`config.mk`:
```
export PLATFORM = sky130hd
export DESIGN_NAME = multi_frame_er_scheduler
export DESIGN_NICKNAME = d
export VERILOG_FILES = /design/src/rtl/multi_frame_er_scheduler.sv
export SDC_FILE = /design/constraint.sdc
export NUM_CORES = 1
export LEC_CHECK = 0
export CAP_MARGIN = 20
export CORE_MARGIN = 4
export CORE_UTILIZATION = 43
export DETAILED_ROUTE_END_ITERATION = 7
export GPL_TIMING_DRIVEN = 1
export HOLD_SLACK_MARGIN = 0.1
export PLACE_DENSITY = 0.69
export SETUP_SLACK_MARGIN = 0.15
export SLEW_MARGIN = 20
export SYNTH_ARGS = -nofsm -noshare
export SYNTH_HDL_FRONTEND = slang
export SYNTH_SLANG_ARGS = --single-unit
```
`constraint.sdc`:
```
create_clock -name clk -period 2.64 [get_ports clk]
set_clock_uncertainty 0.15 [all_clocks]
set_input_delay 0.528 -clock clk [delete_from_list [all_inputs] [get_ports clk]]
set_output_delay 0.528 -clock clk [all_outputs]
set_load 0.01 [all_outputs]
```
`src/rtl/multi_frame_er_scheduler.sv`:
```
// Multi-frame error-reconciliation scheduler.
// Launches the A/B ER cores once per frame, waits for both cores to finish (or for a
// timeout), folds the per-frame leaked-info / error-count figures into saturating run
// totals and steps through NUM_FRAMES frames with a ping-pong sifted-key bank select.
//
// Ports
//   clk, rst                        clock, synchronous active-high reset
//   start_switch                    run request, rising edge in IDLE starts a run
//   frame_round                     current frame index
//   sifted_key_addr_index           sifted-key bank select, toggles every frame
//   frame_start                     one-cycle launch pulse to the ER cores
//   A/B_finish_error_reconciliation ER core completion pulses
//   A/B_error_verification_fail     ER core verification failure pulses
//   A_er_leaked_info/error_count    per-frame figures, captured on A_er_parameter_valid
//   total_leaked_info/error_count   saturating run totals
//   failed_frame_count              frames that failed, timed out or gave no figures
//   busy, run_done, timeout_flag    status: not idle, end-of-run pulse, a frame timed out
module multi_frame_er_scheduler #(
  parameter int unsigned NUM_FRAMES        = 64,
  parameter int unsigned FRAME_ROUND_WIDTH = 6,
  parameter int unsigned LEAKED_W          = 16,
  parameter int unsigned ERRCNT_W          = 12,
  parameter int unsigned ACC_W             = 24,
  parameter int unsigned TIMEOUT_CYCLES    = 1 << 20
) (
  input  logic                         clk,
  input  logic                         rst,
  input  logic                         start_switch,
  output logic [FRAME_ROUND_WIDTH-1:0] frame_round,
  output logic                         sifted_key_addr_index,
  output logic                         frame_start,
  input  logic                         A_finish_error_reconciliation,
  input  logic                         B_finish_error_reconciliation,
  input  logic                         A_error_verification_fail,
  input  logic                         B_error_verification_fail,
  input  logic [LEAKED_W-1:0]          A_er_leaked_info,
  input  logic [ERRCNT_W-1:0]          A_er_error_count,
  input  logic                         A_er_parameter_valid,
  output logic [ACC_W-1:0]             total_leaked_info,
  output logic [ACC_W-1:0]             total_error_count,
  output logic [FRAME_ROUND_WIDTH:0]   failed_frame_count,
  output logic                         busy,
  output logic                         run_done,
  output logic                         timeout_flag
);

  localparam int unsigned WaitW = (TIMEOUT_CYCLES > 1) ? $clog2(TIMEOUT_CYCLES) : 1;
  // Operand width wide enough for any accumulator or per-frame figure.
  localparam int unsigned OpW = (ACC_W > LEAKED_W) ?
                                ((ACC_W > ERRCNT_W) ? ACC_W : ERRCNT_W) :
                                ((LEAKED_W > ERRCNT_W) ? LEAKED_W : ERRCNT_W);
  localparam int unsigned SumW = OpW + 1;

  typedef enum logic [2:0] {
    StIdle, StLaunch, StWait, StAccum, StNext, StDone
  } state_e;

  state_e                       r_state;
  logic                         r_start_prev;
  logic [FRAME_ROUND_WIDTH-1:0] r_frame_round;
  logic                         r_sel;
  logic                         r_frame_start;
  logic                         r_run_done;
  logic                         r_busy;
  logic                         r_a_done;
  logic                         r_b_done;
  logic                         r_fail;
  logic                         r_par_seen;
  logic [LEAKED_W-1:0]          r_leaked;
  logic [ERRCNT_W-1:0]          r_errcnt;
  logic [WaitW-1:0]             r_wait_cnt;
  logic [ACC_W-1:0]             r_total_leaked;
  logic [ACC_W-1:0]             r_total_err;
  logic [FRAME_ROUND_WIDTH:0]   r_failed_cnt;
  logic                         r_timeout_flag;

  logic w_start_edge;
  logic w_a_complete;
  logic w_b_complete;

  assign w_start_edge = start_switch & ~r_start_prev;
  // A completion pulse counts in the same cycle it arrives, not only once it is latched.
  assign w_a_complete = r_a_done | A_finish_error_reconciliation;
  assign w_b_complete = r_b_done | B_finish_error_reconciliation;

  function automatic logic [ACC_W-1:0] sat_add(input logic [ACC_W-1:0] acc,
                                               input logic [OpW-1:0]   inc);
    logic [SumW-1:0] sum;
    sum = SumW'(acc) + SumW'(inc);
    if (sum > SumW'({ACC_W{1'b1}})) begin
      return {ACC_W{1'b1}};
    end
    return sum[ACC_W-1:0];
  endfunction

  always_ff @(posedge clk) begin
    if (rst) begin
      r_state        <= StIdle;
      // Reset to "seen high" so a switch held high through reset needs a fresh low first.
      r_start_prev   <= 1'b1;
      r_frame_round  <= '0;
      r_sel          <= 1'b0;
      r_frame_start  <= 1'b0;
      r_run_done     <= 1'b0;
      r_busy         <= 1'b0;
      r_a_done       <= 1'b0;
      r_b_done       <= 1'b0;
      r_fail         <= 1'b0;
      r_par_seen     <= 1'b0;
      r_leaked       <= '0;
      r_errcnt       <= '0;
      r_wait_cnt     <= '0;
      r_total_leaked <= '0;
      r_total_err    <= '0;
      r_failed_cnt   <= '0;
      r_timeout_flag <= 1'b0;
    end else begin
      r_start_prev  <= start_switch;
      r_frame_start <= 1'b0;
      r_run_done    <= 1'b0;
      case (r_state)
        StIdle: begin
          if (w_start_edge) begin
            r_state        <= StLaunch;
            r_busy         <= 1'b1;
            r_frame_start  <= 1'b1;
            r_frame_round  <= '0;
            r_sel          <= 1'b0;
            r_total_leaked <= '0;
            r_total_err    <= '0;
            r_failed_cnt   <= '0;
            r_timeout_flag <= 1'b0;
          end
        end
        StLaunch: begin
          r_a_done   <= 1'b0;
          r_b_done   <= 1'b0;
          r_fail     <= 1'b0;
          r_par_seen <= 1'b0;
          r_wait_cnt <= '0;
          r_state    <= StWait;
        end
        StWait: begin
          if (A_finish_error_reconciliation) r_a_done <= 1'b1;
          if (B_finish_error_reconciliation) r_b_done <= 1'b1;
          if (A_error_verification_fail || B_error_verification_fail) r_fail <= 1'b1;
          if (A_er_parameter_valid) begin
            r_leaked   <= A_er_leaked_info;
            r_errcnt   <= A_er_error_count;
            r_par_seen <= 1'b1;
          end
          // Completion takes priority over a timeout landing in the same cycle.
          if (w_a_complete && w_b_complete) begin
            r_state <= StAccum;
          end else if (r_wait_cnt == WaitW'(TIMEOUT_CYCLES - 1)) begin
            r_fail         <= 1'b1;
            r_timeout_flag <= 1'b1;
            r_state        <= StAccum;
          end else begin
            r_wait_cnt <= r_wait_cnt + 1'b1;
          end
        end
        StAccum: begin
          // Leakage is disclosed even on a failed frame, so it is always charged.
          if (r_par_seen) begin
            r_total_leaked <= sat_add(r_total_leaked, OpW'(r_leaked));
          end
          if (r_par_seen && !r_fail) begin
            r_total_err <= sat_add(r_total_err, OpW'(r_errcnt));
          end
          if (r_fail || !r_par_seen) begin
            r_failed_cnt <= r_failed_cnt + 1'b1;
          end
          r_state <= StNext;
        end
        StNext: begin
          if (r_frame_round == FRAME_ROUND_WIDTH'(NUM_FRAMES - 1)) begin
            r_run_done <= 1'b1;
            r_state    <= StDone;
          end else begin
            r_frame_round <= r_frame_round + 1'b1;
            r_sel         <= ~r_sel;
            r_frame_start <= 1'b1;
            r_state       <= StLaunch;
          end
        end
        StDone: begin
          r_busy  <= 1'b0;
          r_state <= StIdle;
        end
        default: begin
          r_busy  <= 1'b0;
          r_state <= StIdle;
        end
      endcase
    end
  end

  assign frame_round           = r_frame_round;
  assign sifted_key_addr_index = r_sel;
  assign frame_start           = r_frame_start;
  assign total_leaked_info     = r_total_leaked;
  assign total_error_count     = r_total_err;
  assign failed_frame_count    = r_failed_cnt;
  assign busy                  = r_busy;
  assign run_done              = r_run_done;
  assign timeout_flag          = r_timeout_flag;

endmodule

```
[After elaboration in Yosys (flattened, before gate mapping)]
Cells that the tools add are included.
Storage, ports and cells
  output and inout port bits: 66
  register bits after elaboration: 122
  bits of input ports: 36
Cells by class
  add/subtract/negate cells: 5
  magnitude comparators: 2
  bitwise gates (word level): 7
  reduce and logical (&&, ||, !) cells: 25
  eq/ne operators: 18
  muxes and demuxes: 53
Operators with widths (number)
  $mux 24: 7
  $pmux 24 s2: 2
  $gt 25x24->1 const B: 2
  $mux 20: 2
  $pmux 20 s2: 1
  $add 24x12->25: 1
  $add 24x16->25: 1
  $mux 1: 22
  $ne 2x2->1 const B: 11
  $add 20x1->20 const B: 1
  $eq 20x20->1 const B: 1
  $pmux 1 s2: 8
  $pmux 3 s5: 1
  $reduce_and 3->1: 5
  $mux 7: 2
  $pmux 7 s2: 1
  $mux 3: 4
  $mux 6: 2
  $pmux 6 s2: 1
  $reduce_and 2->1: 6
  $reduce_bool 2->1: 4
  $add 7x1->7 const B: 1
  $add 6x1->6 const B: 1
  $eq 3x2->1 const B: 2
  14 further kinds: 21

[Longest topological paths before layout]
  depth in word-level cells: 9
  mapped depth: 11
  mapped depth without buffers: 10

[Worst setup path after synthesis]
No wires, ideal clock.
  path type: reg-to-reg
  from: register r_total_leaked[0], in the netlist total_leaked_info[0]
  to: register r_total_leaked[22], in the netlist total_leaked_info[22]
  path buffers: 1
  setup slack: 0.077 ns
  cell stages (with the launch flop): 12
  clock period less this slack: 2.563 ns
  library setup time: 0.088 ns
  arrival time: 2.325 ns
  required time: 2.402 ns
  cell sequence: dfxtp_1 > ha_1 > inv_1 > fa_1 > nand2b_1 > a211oi_1 > o211ai_1 > o21ai_1 > nand2b_1 > buf_2 > and4_1 > nor4_2
Between the ends
  cells in the longest elaborated chain, start to end: 9
RTL lines
  start: declaration: RTL line 72  | logic [ACC_W-1:0] r_total_leaked;
  start signal: assignment: RTL line 166  | r_total_leaked <= sat_add(r_total_leaked, OpW'(r_leaked));
  $add 24x16->25 *: RTL line 89  | sum = SumW'(acc) + SumW'(inc);
  $gt 25x24->1: RTL line 90  | if (sum > SumW'({ACC_W{1'b1}})) begin
  $mux 1: RTL line 90
  $mux 1: RTL line 165  | if (r_par_seen) begin
  $mux 1: RTL line 121  | case (r_state)
  $mux 1: RTL line 97  | if (rst) begin
  $mux 24 *: RTL line 93  | return sum[ACC_W-1:0];
  $mux 24 *: RTL line 165
  $pmux 24 s2 *: RTL line 121
Every way passes the cells marked *; elsewhere a longest branch is shown, timed or not. The select of a mux whose other input is x is not followed.
A chain may end at the register's enable or synchronous reset.

[Final worst setup path]
  from: register r_total_err[0], in the netlist total_error_count[0]
  to: register r_total_err[12], in the netlist total_error_count[12]
Between the ends
  cells in the longest elaborated chain, start to end: 9
RTL lines
  start: declaration: RTL line 73  | logic [ACC_W-1:0] r_total_err;
  start signal: assignment: RTL line 169  | r_total_err <= sat_add(r_total_err, OpW'(r_errcnt));
  $add 24x12->25 *: RTL line 89
  $gt 25x24->1: RTL line 90
  $mux 1: RTL line 90
  $mux 1: RTL line 168  | if (r_par_seen && !r_fail) begin
  $mux 1: RTL line 121
  $mux 1: RTL line 97
  $mux 24 *: RTL line 93
  $mux 24 *: RTL line 168
  $pmux 24 s2 *: RTL line 121
Marked as above.

==> flow_summary.ini <==
[logic_synthesis]
ys_types = 76
synth_area_um2 = 6580
synth-async-reset-ratio_pct = 0
yosysTopAreaCell = dfxtp_1
seq_area_frac_synth_pct = 37.1
avgSynthCellArea_um2 = 8.30
synth-main-ff-cell = dfxtp_1
synth_top_cell_area_share_pct = 37.1
synth_edf_count = 0
ys_ff_latch = 122
yosys_warnings = 0
synth_cells = 793
synth_area_leaders = dfxtp_1 (37%), a21oi_1 (7.5%), nand2_1 (6.0%), ha_1 (5.9%), xor2_1 (4.1%)
synth_nets = 862

[power]
power_density_nw_per_um2 = 535
peakVddDrop_uv = 462
leakagePower_nw = 3.25

[timing]
worstMarginPinSlew_ns = 0.750
fmax_ghz = 0.398
rsz0062_at_grt = yes
slew_viol_final = 0
final.setup.tns_ns = 0
hold_viol_final = 0
maxSlewHeadroom_pct = 50.0
final.period_utilization_pct = 95.3
min_period_ns = 2.51
setup_violations = 0

[job]
cap_violations = 0

[global_route]
use_met1_pct = 25.5
grt_max_degree = 30
grt_remaining_overflow = 0
grt_first_pass_wirelength_um = 28700
grt_pass1_vias = 5872
grt_use_total_pct = 19.8
grt.busiest_layer = met2
use_met2_pct = 32.5
grt_antenna_before_repair = 0
use_met3_pct = 5.01

[cts]
clk_pin_slew_ns = 0.05
clk-insertion-delay-late_ns = 0.42
cts-root-buf = clkbuf_16
cts_tree = done
cts.path.max_buffers = 2
htree_levels = 4
cts.sinks = 122
numCtsBuffers = 17

[cells_and_area]
layout_common_cells = dfxtp_1 (116), nand2_1 (103), clkdlybuf4s50_1 (100)
layout_commonest_cell = dfxtp_1
drive_above_1_share_pct = 18.0
fin_util_pct = 60.2
layout.nets = 982
num_antenna_cells = 0
design_area_um2 = 8880
area_growth_pct = 34.9

[min_path]
hold_class = flop to flop

[detailed_routing]
wl_per_cell_um = 15.7
vias = 6129
remaining_drc_errors = 0
via_per_inst = 5.52
totalWireLength_um = 17400
drt-pass1-iter-count = 4
postRouteAntennaNets = 0
drt_iter0_markers = 352

[place]
globalplace.congestion = 0.870
portBuffers = 101
placed_area_um2 = 7890
dp_hpwl_um = 12100

[setup_path]
crit_type = flop to flop
cp-start-kind = flop
end_kind = flop
crit_fanout = 5
required_ns = 2.79
arrival_ns = 2.66

[floorplanning]
die_h_um = 132
ios = 102
coreArea_um2 = 14800
num_rows = 44
die-area_um2 = 17300
initial_core_util_pct = 44.6
die_w_um = 132

[status]
outcome = finished, final reports clean
==> area by class of cell <==
class / instances / area, um^2
fillers: 1295 / 5880
inverters: 14 / 52.6
flip-flops and latches: 122 / 2450
multi-input cells: 617 / 4250
well taps: 184 / 230
repair buffers: 141 / 1330
clock buffers: 23 / 488
clock inverters: 9 / 70.1
==> metrics by stage <==
stage               cells  hold WS (ns)  total power, mW  setup WS [ns]
floorplan             793         0.290             2.38          0.133
global placement     1068         0.298             2.56         0.0777
detailed placement   1068         0.301             2.57       -0.00843
CTS                  1104         0.308             4.77          0.141
global route         1110         0.322             4.92         0.0153
finish               1110         0.306             4.74          0.125
==> repair_timing <==
item                                    4_1_cts  5_1_grt
endpoints found under the setup margin       42       52
pin swaps                                    12       25
setup buffers                                 4        6
hold buffers                                  0        0
resized for setup                            26       52
==> path summary, 6_finish.rpt <==
kind,from,end,slack [ns],depth (start not counted)
worst max-delay path,total_error_count[0],total_error_count[12],0.13,10
worst min-delay path,r_leaked[2],r_leaked[2],0.31,2
worst max register to register,total_error_count[0],total_error_count[12],0.13,10
worst min register to register,r_leaked[2],r_leaked[2],0.31,2
==> cell families (layout without fill, tap and decap cells) <==
group,after synthesis,count (layout),synth area share (%)
AO/OA/AOI/OAI,235,235,23.7
flip-flops,122,122,37.1
buffers and inverters,54,187,3.52
adder cells (fa/ha/maj),33,33,6.50
AND/OR/NAND/NOR,299,299,22.5
multiplexers,3,3,0.456
XOR/XNOR,47,47,6.25
==> synthesized netlist by cell type, types with 4 or more instances <==
master    instances
xnor2_1          16
nor2_2            4
a21o_1            8
buf_2             8
o211ai_1          4
o21ai_1           5
and4_1            5
nor3_1           13
and3_1           14
nand2b_1          9
nor2b_1           6
o21ai_0          29
clkbuf_1         28
nand4_1          11
ha_1             31
xor2_1           31
nand2_1         105
a211oi_1         19
or2_2             5
nor2_1           70
or3_1             5
a31oi_1          12
a21oi_1          98
a311oi_1         13
dfxtp_1         122
inv_1            14
nand3_1          27
and2_1            8
o21a_1            7
==> per-layer routing <==
layer | part of all wire, % | routed length [um] | vias to the layer above
met2 | 47 | 8210 | 133
met1 | 47 | 8240 | 2885
met5 | 0 | 0 | -
met3 | 4.5 | 787 | 15
li1 | - | - | 3096
met4 | 1.0 | 180 | 0
==> registers in the layout, summed over array words and instances, names as in the netlist <==
register	count
total_error_count	24
total_leaked_info	24
r_wait_cnt	20
r_leaked	16
r_errcnt	12
failed_frame_count	7
frame_round	6
r_state	3
busy	1
frame_start	1
r_a_done	1
r_b_done	1
r_fail	1
r_par_seen	1
r_start_prev	1
run_done	1
sifted_key_addr_index	1
timeout_flag	1
==> power breakdown <==
part | internal [mW] | leakage, nW | switching [mW]
clock network | 1.38 | 0.286 | 0.819
logic | 0.235 | 1.98 | 0.337
registers | 1.91 | 0.987 | 0.0704
total | 3.52 | 3.25 | 1.23
==> worst max-delay path, cell delays in order (launching register included) <==
cell and delay, ns:
dfxtp_4 0.36, ha_4 0.13, inv_2 0.03, fa_2 0.35, nor2b_2 0.14, o31a_1 0.18
o41ai_2 0.08, a211o_2 0.44, a21oi_4 0.23, mux2i_1 0.23, nor2_1 0.06
Power figures use the tool's default switching activity.
